===== config.mk =====
export PLATFORM = sky130hd
export DESIGN_NAME = mem_port_arbiter
export DESIGN_NICKNAME = d
export VERILOG_FILES = /design/src/rtl/mem_port_arbiter.sv
export SDC_FILE = /design/constraint.sdc
export NUM_CORES = 1
export LEC_CHECK = 0
export BUFFER_PORTS_ARGS = -buffer_cell sky130_fd_sc_hd__buf_2
export CAP_MARGIN = 20
export CORE_UTILIZATION = 45
export DETAILED_ROUTE_END_ITERATION = 10
export HOLD_SLACK_MARGIN = 0.15
export PLACE_DENSITY = 0.87
export SETUP_SLACK_MARGIN = 0.05
export SLEW_MARGIN = 20
export SYNTH_ARGS = -nofsm -noshare
export SYNTH_HDL_FRONTEND = slang
export SYNTH_SLANG_ARGS = --single-unit
export TNS_END_PERCENT = 50

===== constraint.sdc =====
create_clock -name clk -period 4.9 [get_ports clk]
set_clock_uncertainty 0.05 [all_clocks]
set_input_delay 0.735 -clock clk [delete_from_list [all_inputs] [get_ports clk]]
set_output_delay 0.735 -clock clk [all_outputs]
set_load 0.02 [all_outputs]

===== src/rtl/mem_port_arbiter.sv =====
// rtl/mem_port_arbiter.sv - round-robin arbiter sharing one data-memory port between core and loader
module mem_port_arbiter #(
  parameter int ADDR_W   = 16,
  parameter int DATA_W   = 16,
  parameter int READ_LAT = 1
) (
  input  logic              clk,
  input  logic              rst,
  input  logic              c_req_valid,
  output logic              c_req_ready,
  input  logic              c_req_we,
  input  logic [ADDR_W-1:0] c_req_addr,
  input  logic [DATA_W-1:0] c_req_wdata,
  output logic              c_rsp_valid,
  output logic [DATA_W-1:0] c_rsp_rdata,
  input  logic              l_req_valid,
  output logic              l_req_ready,
  input  logic              l_req_we,
  input  logic [ADDR_W-1:0] l_req_addr,
  input  logic [DATA_W-1:0] l_req_wdata,
  output logic              l_rsp_valid,
  output logic [DATA_W-1:0] l_rsp_rdata,
  output logic              mem_en,
  output logic              mem_we,
  output logic [ADDR_W-1:0] mem_addr,
  output logic [DATA_W-1:0] mem_wdata,
  input  logic [DATA_W-1:0] mem_rdata,
  output logic              busy
);

  localparam int CW = (READ_LAT > 1) ? $clog2(READ_LAT) : 1;

  typedef enum logic [1:0] {IDLE, ACCESS, WAIT, RESP} state_t;

  state_t        state;
  logic          rr_ptr;   // 0 = core next in line, 1 = loader next in line
  logic          owner;    // 0 = core, 1 = loader
  logic [CW-1:0] cnt;
  logic          grant_l;
  logic          accept_c;
  logic          accept_l;

  assign grant_l     = l_req_valid & (~c_req_valid | rr_ptr);
  assign c_req_ready = (state == IDLE) & ~rst & c_req_valid & ~grant_l;
  assign l_req_ready = (state == IDLE) & ~rst & grant_l;
  assign accept_c    = c_req_valid & c_req_ready;
  assign accept_l    = l_req_valid & l_req_ready;
  assign busy        = (state != IDLE);

  always_ff @(posedge clk) begin
    if (rst) begin
      state       <= IDLE;
      rr_ptr      <= 1'b0;
      owner       <= 1'b0;
      cnt         <= '0;
      mem_en      <= 1'b0;
      mem_we      <= 1'b0;
      mem_addr    <= '0;
      mem_wdata   <= '0;
      c_rsp_valid <= 1'b0;
      l_rsp_valid <= 1'b0;
      c_rsp_rdata <= '0;
      l_rsp_rdata <= '0;
    end else begin
      mem_en      <= 1'b0;
      mem_we      <= 1'b0;
      mem_addr    <= '0;
      mem_wdata   <= '0;
      c_rsp_valid <= 1'b0;
      l_rsp_valid <= 1'b0;
      case (state)
        IDLE: begin
          if (accept_c | accept_l) begin
            owner     <= accept_l;
            rr_ptr    <= ~accept_l;
            mem_en    <= 1'b1;
            mem_we    <= accept_l ? l_req_we    : c_req_we;
            mem_addr  <= accept_l ? l_req_addr  : c_req_addr;
            mem_wdata <= accept_l ? l_req_wdata : c_req_wdata;
            state     <= ACCESS;
          end
        end
        ACCESS: begin
          // mem_we still holds the latched request type during ACCESS
          if (mem_we) begin
            if (owner) begin
              l_rsp_valid <= 1'b1;
              l_rsp_rdata <= '0;
            end else begin
              c_rsp_valid <= 1'b1;
              c_rsp_rdata <= '0;
            end
            state <= RESP;
          end else begin
            cnt   <= CW'(READ_LAT - 1);
            state <= WAIT;
          end
        end
        WAIT: begin
          if (cnt == '0) begin
            if (owner) begin
              l_rsp_valid <= 1'b1;
              l_rsp_rdata <= mem_rdata;
            end else begin
              c_rsp_valid <= 1'b1;
              c_rsp_rdata <= mem_rdata;
            end
            state <= RESP;
          end else begin
            cnt <= cnt - CW'(1);
          end
        end
        default: state <= IDLE;
      endcase
    end
  end

endmodule


==> impl_metrics.yaml, run 1 <==
power:
  finalPower_uw: 1650
  p_leak_uw: 0.00171
  peakVddDrop_mv: 0.279
  power_per_cell_area_nw_per_um2: 481
floorplanning:
  core_area_sq_um: 5140
  initial_utilization_pct: 46.9
  pin_count: 157
  dieArea_sq_um: 5660
  die_x_um: 75.2
  die_y_um: 75.2
  rows: 26
global_route:
  track_usage_pct: 19.7
  grt_pass1_vias: 1855
  antenna_found_initial: 0
  overflow: 0
  grt_max_degree: 36
  grt_pass1_wl_um: 8170
synthesis:
  synthCells: 191
  synth_edf_count: 0
  netlist.area_leader.share_pct: 59.8
  synthAdderAreaFrac_pct: 2.07
  synth_nets: 281
  avgSynthCellArea_sq_um: 12.6
  dominantRegCellSynth: "dfxtp_1"
  synthesis.area_sq_um: 2410
  synthMostInstantiatedCell: "dfxtp_1"
  yosys.area_share.simple_pct: 4.98
  postSynth.asyncResetShare_pct: 0
  yosys-top-cells-area: "dfxtp_1 (60%), a32o_1 (13%), a22o_1 (12%)"
  synth_compound_area_share_pct: 28.4
  synth_top_family_by_area: "compound AO/OA/AOI/OAI gates"
  yosysTopAreaCell: "dfxtp_1"
  synthTopCellsByCount: "dfxtp_1 (72), a22o_1 (33), a32o_1 (32)"
  synth-seq-area-share_pct: 59.8
  synth_cell_types: 27
  ys_ff_latch: 72
  synth.area.mux_share_pct: 0.415
  synth_xor_area_share_pct: 0
  synth-warning-count: 0
placed_design:
  dp_hpwl_um: 4400
  gp_congestion: 0.725
  portBuffers: 156
sta:
  finalSetupViolations: 0
  fin_tns_setup_ns: 0
  max_slew_margin_pct: 29.4
  worst_pin_slew_ns: 1.06
  final_hold_viol_count: 0
  fmax_mhz: 367
  rsz0062_at_grt: "no"
  fin_crit_ns: 2.73
  post-route-period-util_pct: 55.6
  whs_ns: 0.411
  drv_slew: 0
clocking:
  cts_root_buf: "clkbuf_8"
  clk_latency_ns: 0.32
  cts_tree: "yes"
  cts_resized: 0
  postCtsSetupRepairBufs: 0
  numCtsBuffers: 9
  clock-sinks: 72
  cts_hold_buffers: 0
  cts.clk_slew.worst_paths_ns: 0.07
  htree_levels: 3
  clockBufferDepth: 2
final_layout:
  fin_nets: 433
  layout-drive-gt1-share_pct: 51.7
  fill_cells: 438
  syn_to_final_growth_pct: 42.3
  diodes: 0
route:
  vias: 2194
  totalWireLength_um: 5910
  drt-pass1-iter-count: 4
  detail-route-antenna-nets: 0
  post_drt_wl_per_cell_um: 14.1
  drt_iter0_drc: 48
  avgViaCountPerCell: 5.25
  drc_errors: 0
run:
  drv_cap: 0
worst_setup_path:
  crit_type: "reg2out"
  endpoint_kind: "output pin"
  cp_slowest_stage_delay_ns: 0.34
  worst_ep_arrival_time_ns: 1.94
  worstPathMaxFanout: 34
  slowest_stage: "dfxtp_1"
  cp.required_ns: 4.12
  crit_path_start_kind: "flip-flop"
  path_cells: "inv_1 > ha_1 > nor2b_1 > and3_1 > buf_4 > buf_2"
outcome:
  outcome: "finished, final reports clean"
worst_hold_path:
  holdCritPathClass: "reg2reg"
power by group:
part	internal, uW	switching [uW]
clock	261	206
sequential	656	31.3
combinational	183	313
path summary, 6_finish.rpt:
check,startpoint,endpoint,slack [ns],depth (start not counted)
max,state[1],c_req_ready,2.17,6
max reg2reg,state[1],l_rsp_rdata[5],2.69,4
min reg2reg,l_rsp_rdata[6],l_rsp_rdata[6],0.41,1
min,l_rsp_rdata[6],l_rsp_rdata[6],0.41,1
stage by stage:
step           instances  setup slack [ns]  util (%)  cell area (sq um)
2_1_floorplan        191              2.55         -               2410
3_3_place_gp         402              2.35      62.3               3200
3_5_place_dp         402              2.32      62.3               3200
4_1_cts              418              2.15      66.4               3410
5_1_grt              418              1.99      66.8               3430
6_report             418              2.17      66.8               3430
placed cells by master, fill, tap and decap left out:
cell type	n
nor3_2	1
nor3b_2	1
inv_1	4
mux2i_1	1
and3_1	2
buf_4	2
clkinv_2	2
nand2_1	2
nor3_1	1
nor2_2	1
o21a_1	1
clkinvlp_4	2
a21oi_1	4
a211o_1	1
a32o_1	32
ha_1	4
dfxtp_1	72
buf_2	156
a311oi_1	1
a311oi_4	2
or2_2	1
nor2b_1	2
or2b_1	1
and2_1	1
nor2_1	2
bufinv_16	1
nor3b_1	1
nand2b_1	3
clkbuf_8	11
a22o_1	33
area by class of cell:
| cell class | count | area [sq um] | area share [%] |
|---|---|---|---|
| Tap cell | 70 | 87.6 | 2.55 |
| Clock buffer | 11 | 151 | 4.41 |
| Sequential cell | 72 | 1440 | 42.0 |
| Inverter | 4 | 15.0 | 0.437 |
| Timing Repair Buffer | 158 | 796 | 23.2 |
| Multi-Input combinational cell | 98 | 887 | 25.8 |
| Clock inverter | 5 | 55.1 | 1.60 |
logic make-up after synthesis:
group | count (synthesis)
compound gates | 74
flops | 72
buf+inv | 21
simple gates | 19
fa+ha+maj | 4
mux | 1
registers in the layout, indices dropped and copies added, names as in the netlist, 2 cells and up:
name,cells
c_rsp_rdata,16
l_rsp_rdata,16
mem_addr,16
mem_wdata,16
state,2
per-layer routing:
layer | vias to the layer above | track usage, % | part of all wire [%]
li1 | 1049 | - | -
met1 | 1022 | 20.2 | 37
met2 | 114 | 35.8 | 53
met3 | 9 | 5.89 | 8.9
met4 | 0 | 11.1 | 1.6
met5 | - | 0 | 0
critical path: cells and delay by family (launching register included):
kind                     cells  cell delay, ns
adder cells (fa/ha/maj)      1            0.25
AND/OR/NAND/NOR              2            0.39
buffers and inverters        3            0.63
flip-flops                   1            0.34
Note: power is estimated with default switching activity, not from simulation.
==> inputs of run 2 (changes only) <==
--- a/config.mk
+++ b/config.mk
@@ -7,10 +7,10 @@
 export LEC_CHECK = 0
 export BUFFER_PORTS_ARGS = -buffer_cell sky130_fd_sc_hd__buf_2
 export CAP_MARGIN = 20
-export CORE_UTILIZATION = 45
+export CORE_UTILIZATION = 37
 export DETAILED_ROUTE_END_ITERATION = 10
 export HOLD_SLACK_MARGIN = 0.15
-export PLACE_DENSITY = 0.87
+export PLACE_DENSITY = 0.77
 export SETUP_SLACK_MARGIN = 0.05
 export SLEW_MARGIN = 20
 export SYNTH_ARGS = -nofsm -noshare
==> constraint.sdc (replaced) <==
create_clock -name clk -period 2.3 [get_ports clk]
set_clock_uncertainty 0.05 [all_clocks]
set_input_delay 0.345 -clock clk [delete_from_list [all_inputs] [get_ports clk]]
set_output_delay 0.345 -clock clk [all_outputs]
set_load 0.02 [all_outputs]
==> impl_metrics.yaml, run 2 (synthesis gave the netlist of run 1 again) <==
floorplanning:
  dieArea_sq_um: 6850
  core_area_sq_um: 6310
  pin_count: 157
  die_x_um: 82.7
  rows: 29
  die_y_um: 82.7
  initial_utilization_pct: 38.2
global_route:
  grt_pass1_vias: 1929
  track_usage_pct: 17.5
  grt_max_degree: 34
  grt_pass1_wl_um: 8790
  antenna_found_initial: 0
  overflow: 0
route:
  drt-pass1-iter-count: 6
  avgViaCountPerCell: 5.05
  vias: 2186
  drt_iter0_drc: 65
  post_drt_wl_per_cell_um: 14.0
  detail-route-antenna-nets: 0
  drc_errors: 0
  totalWireLength_um: 6080
clocking:
  postCtsSetupRepairBufs: 0
  numCtsBuffers: 9
  clk_latency_ns: 0.33
  clockBufferDepth: 2
  clock-sinks: 72
  cts_root_buf: "clkbuf_8"
  cts_tree: "yes"
  cts.clk_slew.worst_paths_ns: 0.08
  htree_levels: 3
worst_setup_path:
  cp.required_ns: 1.90
  crit_path_start_kind: "flip-flop"
  crit_type: "reg2out"
  worstPathMaxFanout: 6
  worst_ep_arrival_time_ns: 1.66
  endpoint_kind: "output pin"
final_layout:
  diodes: 0
  ff_latch_area_sq_um: 1440
  syn_to_final_growth_pct: 46.2
  fill_cells: 550
  final_area_sq_um: 3530
  mostFrequentLayoutCells: "buf_2 (156), dfxtp_1 (72), a22o_1 (33), a32o_1 (32), clkbuf_8 (12)"
  layout-drive-gt1-share_pct: 51.7
  multi_input_area_sq_um: 866
  layout_commonest_cell: "buf_2"
  fin_nets: 441
  final_util_pct: 55.9
sta:
  final_hold_viol_count: 0
  rsz0062_at_grt: "no"
  worst_pin_slew_ns: 0.974
  finalSetupViolations: 0
  fin_tns_setup_ns: 0
  whs_ns: 0.169
  post-route-period-util_pct: 89.5
  fmax_mhz: 486
  fin_crit_ns: 2.06
  max_slew_margin_pct: 34.7
  drv_slew: 0
  worst_slack_ns: 0.241
placed_design:
  gp_congestion: 0.736
  portBuffers: 156
  dp_hpwl_um: 4450
  dpl_cell_area_sq_um: 3240
  place_ws_ns: 0.172
power:
  p_leak_uw: 0.00175
  power_per_cell_area_nw_per_um2: 1040
  peakVddDrop_mv: 0.468
run:
  drv_cap: 0
worst_hold_path:
  holdCritPathClass: "in2reg"
outcome:
  outcome: "finished, final reports clean"
[run 2: timing repair]
item / in CTS / in global routing
hold buffers: 5 / 0
endpoints found under the setup margin: 0 / 17
hold endpoints to repair: 5 / 0
resized for setup: 0 / 1
[run 2: where the power goes]
group,internal (uW),switching (uW),total [uW],leakage (uW)
clock network,700,456,1160,0.000115
registers,1400,64.2,1460,0.000586
logic,404,646,1050,0.00105
[run 2: worst max-delay path, stage by stage, from the launching register on]
cell and delay, ns:
dfxtp_1 0.34, inv_1 0.09, ha_1 0.26, nor2b_1 0.22
and3_1 0.24, buf_2 0.19
[run 2: layout make-up]
| class | instances | area share [%] |
|---|---|---|
| Timing Repair Buffer | 166 | 24.6 |
| Multi-Input combinational cell | 98 | 24.5 |
| Tap cell | 77 | 2.73 |
| Clock inverter | 4 | 2.13 |
| Sequential cell | 72 | 40.9 |
| Clock buffer | 12 | 4.68 |
| Inverter | 4 | 0.426 |
[run 2: metrics by stage]
stage	total power [uW]	std cells
6_report	3670	433
3_3_place_gp	2510	412
4_1_cts	3700	433
5_1_grt	3860	433
2_1_floorplan	2220	191
3_5_place_dp	2540	412
[run 2: routing by layer]
| layer | track usage (%) | wire, um | vias to the layer above |
|---|---|---|---|
| met5 | 0 | 0 | - |
| met4 | 9.66 | 103 | 0 |
| met3 | 5.49 | 545 | 11 |
| met2 | 28.6 | 2940 | 122 |
| met1 | 20.1 | 2500 | 987 |
| li1 | - | - | 1066 |
[run 2: worst paths after layout]
path              depth (start not counted)  slack, ns      startpoint         endpoint
setup / recovery                          5       0.24        state[0]      l_req_ready
hold / removal                            2       0.17   l_req_addr[8]      mem_addr[8]
setup reg to reg                          5       0.32        state[1]  c_rsp_rdata[12]
hold reg to reg                           1       0.41  l_rsp_rdata[4]   l_rsp_rdata[4]
==> inputs of run 3 (changes only) <==
--- a/config.mk
+++ b/config.mk
@@ -8,6 +8,7 @@
 export BUFFER_PORTS_ARGS = -buffer_cell sky130_fd_sc_hd__buf_2
 export CAP_MARGIN = 20
 export CORE_UTILIZATION = 37
+export CTS_BUF_LIST = sky130_fd_sc_hd__clkbuf_16
 export DETAILED_ROUTE_END_ITERATION = 10
 export HOLD_SLACK_MARGIN = 0.15
 export PLACE_DENSITY = 0.77
==> impl_metrics.yaml, run 3 (synthesis gave the netlist of run 1 again) <==
sta:
  finalSetupViolations: 0
  max_slew_margin_pct: 31.8
  post-route-period-util_pct: 89.0
  rsz0062_at_grt: "no"
  worst_pin_slew_ns: 1.02
  fin_tns_setup_ns: 0
  final_hold_viol_count: 0
  fin_crit_ns: 2.05
  fmax_mhz: 489
  drv_slew: 0
power:
  peakVddDrop_mv: 0.590
  seqPwrFrac_pct: 37.1
  swShare_pct: 30.6
  internal-power_uw: 2730
  p_leak_uw: 0.00176
  power_per_cell_area_nw_per_um2: 1110
  p_switching_uw: 1210
  combPwrFrac_pct: 26.5
  clkPwrFrac_pct: 36.3
outcome:
  outcome: "finished, final reports clean"
clocking:
  cts_tree: "yes"
  numCtsBuffers: 9
  htree_levels: 3
  cts.clk_slew.worst_paths_ns: 0.05
  clock-sinks: 72
  clk_latency_ns: 0.32
  cts_hold_buffers: 0
  clockBufferDepth: 2
  cts_root_buf: "clkbuf_16"
worst_setup_path:
  crit_path_start_kind: "flip-flop"
  r2r_end: "c_rsp_rdata[12]"
  cp_slowest_stage_delay_ns: 0.33
  endpoint_kind: "output pin"
  r2r_cells: 5
  slowest_stage: "dfxtp_1"
  rrSetupSlack_ns: 0.28
  path_cells: "inv_1 > ha_1 > nor2b_1 > and3_1 > buf_2"
  worstReg2RegStart: "state[1]"
  worst_ep_arrival_time_ns: 1.65
  crit_type: "reg2out"
  cp.required_ns: 1.90
  worstPathMaxFanout: 6
final_layout:
  fin_nets: 436
  layout_commonest_cell: "buf_2"
  diodes: 0
  syn_to_final_growth_pct: 47.1
  layout-drive-gt1-share_pct: 51.6
  mostFrequentLayoutCells: "buf_2 (156), dfxtp_1 (72), a22o_1 (33), a32o_1 (32), clkbuf_16 (9)"
  final_area_sq_um: 3550
  final_util_pct: 56.2
route:
  drt_iter0_drc: 79
  post_drt_wl_per_cell_um: 13.9
  drc_errors: 0
  totalWireLength_um: 5960
  avgViaCountPerCell: 5.11
  drt-pass1-iter-count: 6
  vias: 2188
  detail-route-antenna-nets: 0
placed_design:
  dp_hpwl_um: 4450
  gp_congestion: 0.736
  dpl_cell_area_sq_um: 3240
  portBuffers: 156
worst_hold_path:
  min-delay-start: "l_req_addr[14]"
  holdPathEnd: "mem_addr[14]"
  whs_path_depth: 2
  holdCritPathClass: "in2reg"
floorplanning:
  die_x_um: 82.7
  initial_utilization_pct: 38.2
  rows: 29
  die_y_um: 82.7
  core_area_sq_um: 6310
  pin_count: 157
  dieArea_sq_um: 6850
global_route:
  grt_pass1_vias: 1897
  track_usage_pct: 17.2
  grt_pass1_wl_um: 8650
  overflow: 0
  antenna_found_initial: 0
  grt_max_degree: 34
run:
  drv_cap: 0
run 3: cell type report:
type / count / area [sq um]
Clock inverter: 7 / 86.3
Tap cell: 77 / 96.3
Fill cell: 544 / 2770
Sequential cell: 72 / 1440
Clock buffer: 9 / 225
Multi-Input combinational cell: 98 / 866
Timing Repair Buffer: 161 / 818
Inverter: 4 / 15.0
run 3: what timing repair did:
item	in CTS	in global routing
resized for setup	0	1
buffers inserted	0	0
setup endpoints to repair	0	7
run 3: worst max path at each step:
stage,start,endpoint,slack (ns),cells past startpoint
5_1_grt,state[0],l_req_ready,0.13,5
6_report,state[0],l_req_ready,0.25,5
4_1_cts,state[0],l_rsp_rdata[1],0.15,4
3_3_place_gp,state[0],l_rsp_rdata[4],0.25,4
2_1_floorplan,state[0],l_rsp_rdata[10],0.51,6
3_5_place_dp,state[0],l_rsp_rdata[1],0.17,4
run 3: per-stage QoR:
stage	power [uW]	hold WS [ns]	std cells	setup WS, ns
3_3_place_gp	2510	0.393	412	0.247
4_1_cts	3970	0.166	428	0.150
3_5_place_dp	2540	0.399	412	0.172
6_report	3940	0.178	428	0.253
2_1_floorplan	2220	0.405	191	0.511
5_1_grt	4140	0.174	428	0.129
run 3: per-layer routing:
layer / vias up / track usage (%) / share of wire, %
li1: 1057 / - / -
met1: 1001 / 19.4 / 41
met2: 119 / 28.1 / 48
met3: 11 / 5.49 / 9.6
met4: 0 / 10.7 / 1.9
met5: - / 0 / 0
run 3: worst max-delay path, delay by kind of cell (launching register included):
kind / cells / cell delay, ns
flops: 1 / 0.33
fa+ha+maj: 1 / 0.26
buf+inv: 2 / 0.28
simple gates: 2 / 0.46
run 3: power groups by stage:
| stage | Combinational [uW] | Clock (uW) | Sequential [uW] |
|---|---|---|---|
| final | 1050 | 1430 | 1460 |
| after global routing | 1140 | 1520 | 1480 |
| after CTS | 1050 | 1460 | 1460 |
| after detailed placement | 1050 | 0 | 1490 |
| after global placement | 1030 | 0 | 1480 |
| after floorplan | 571 | 0 | 1640 |
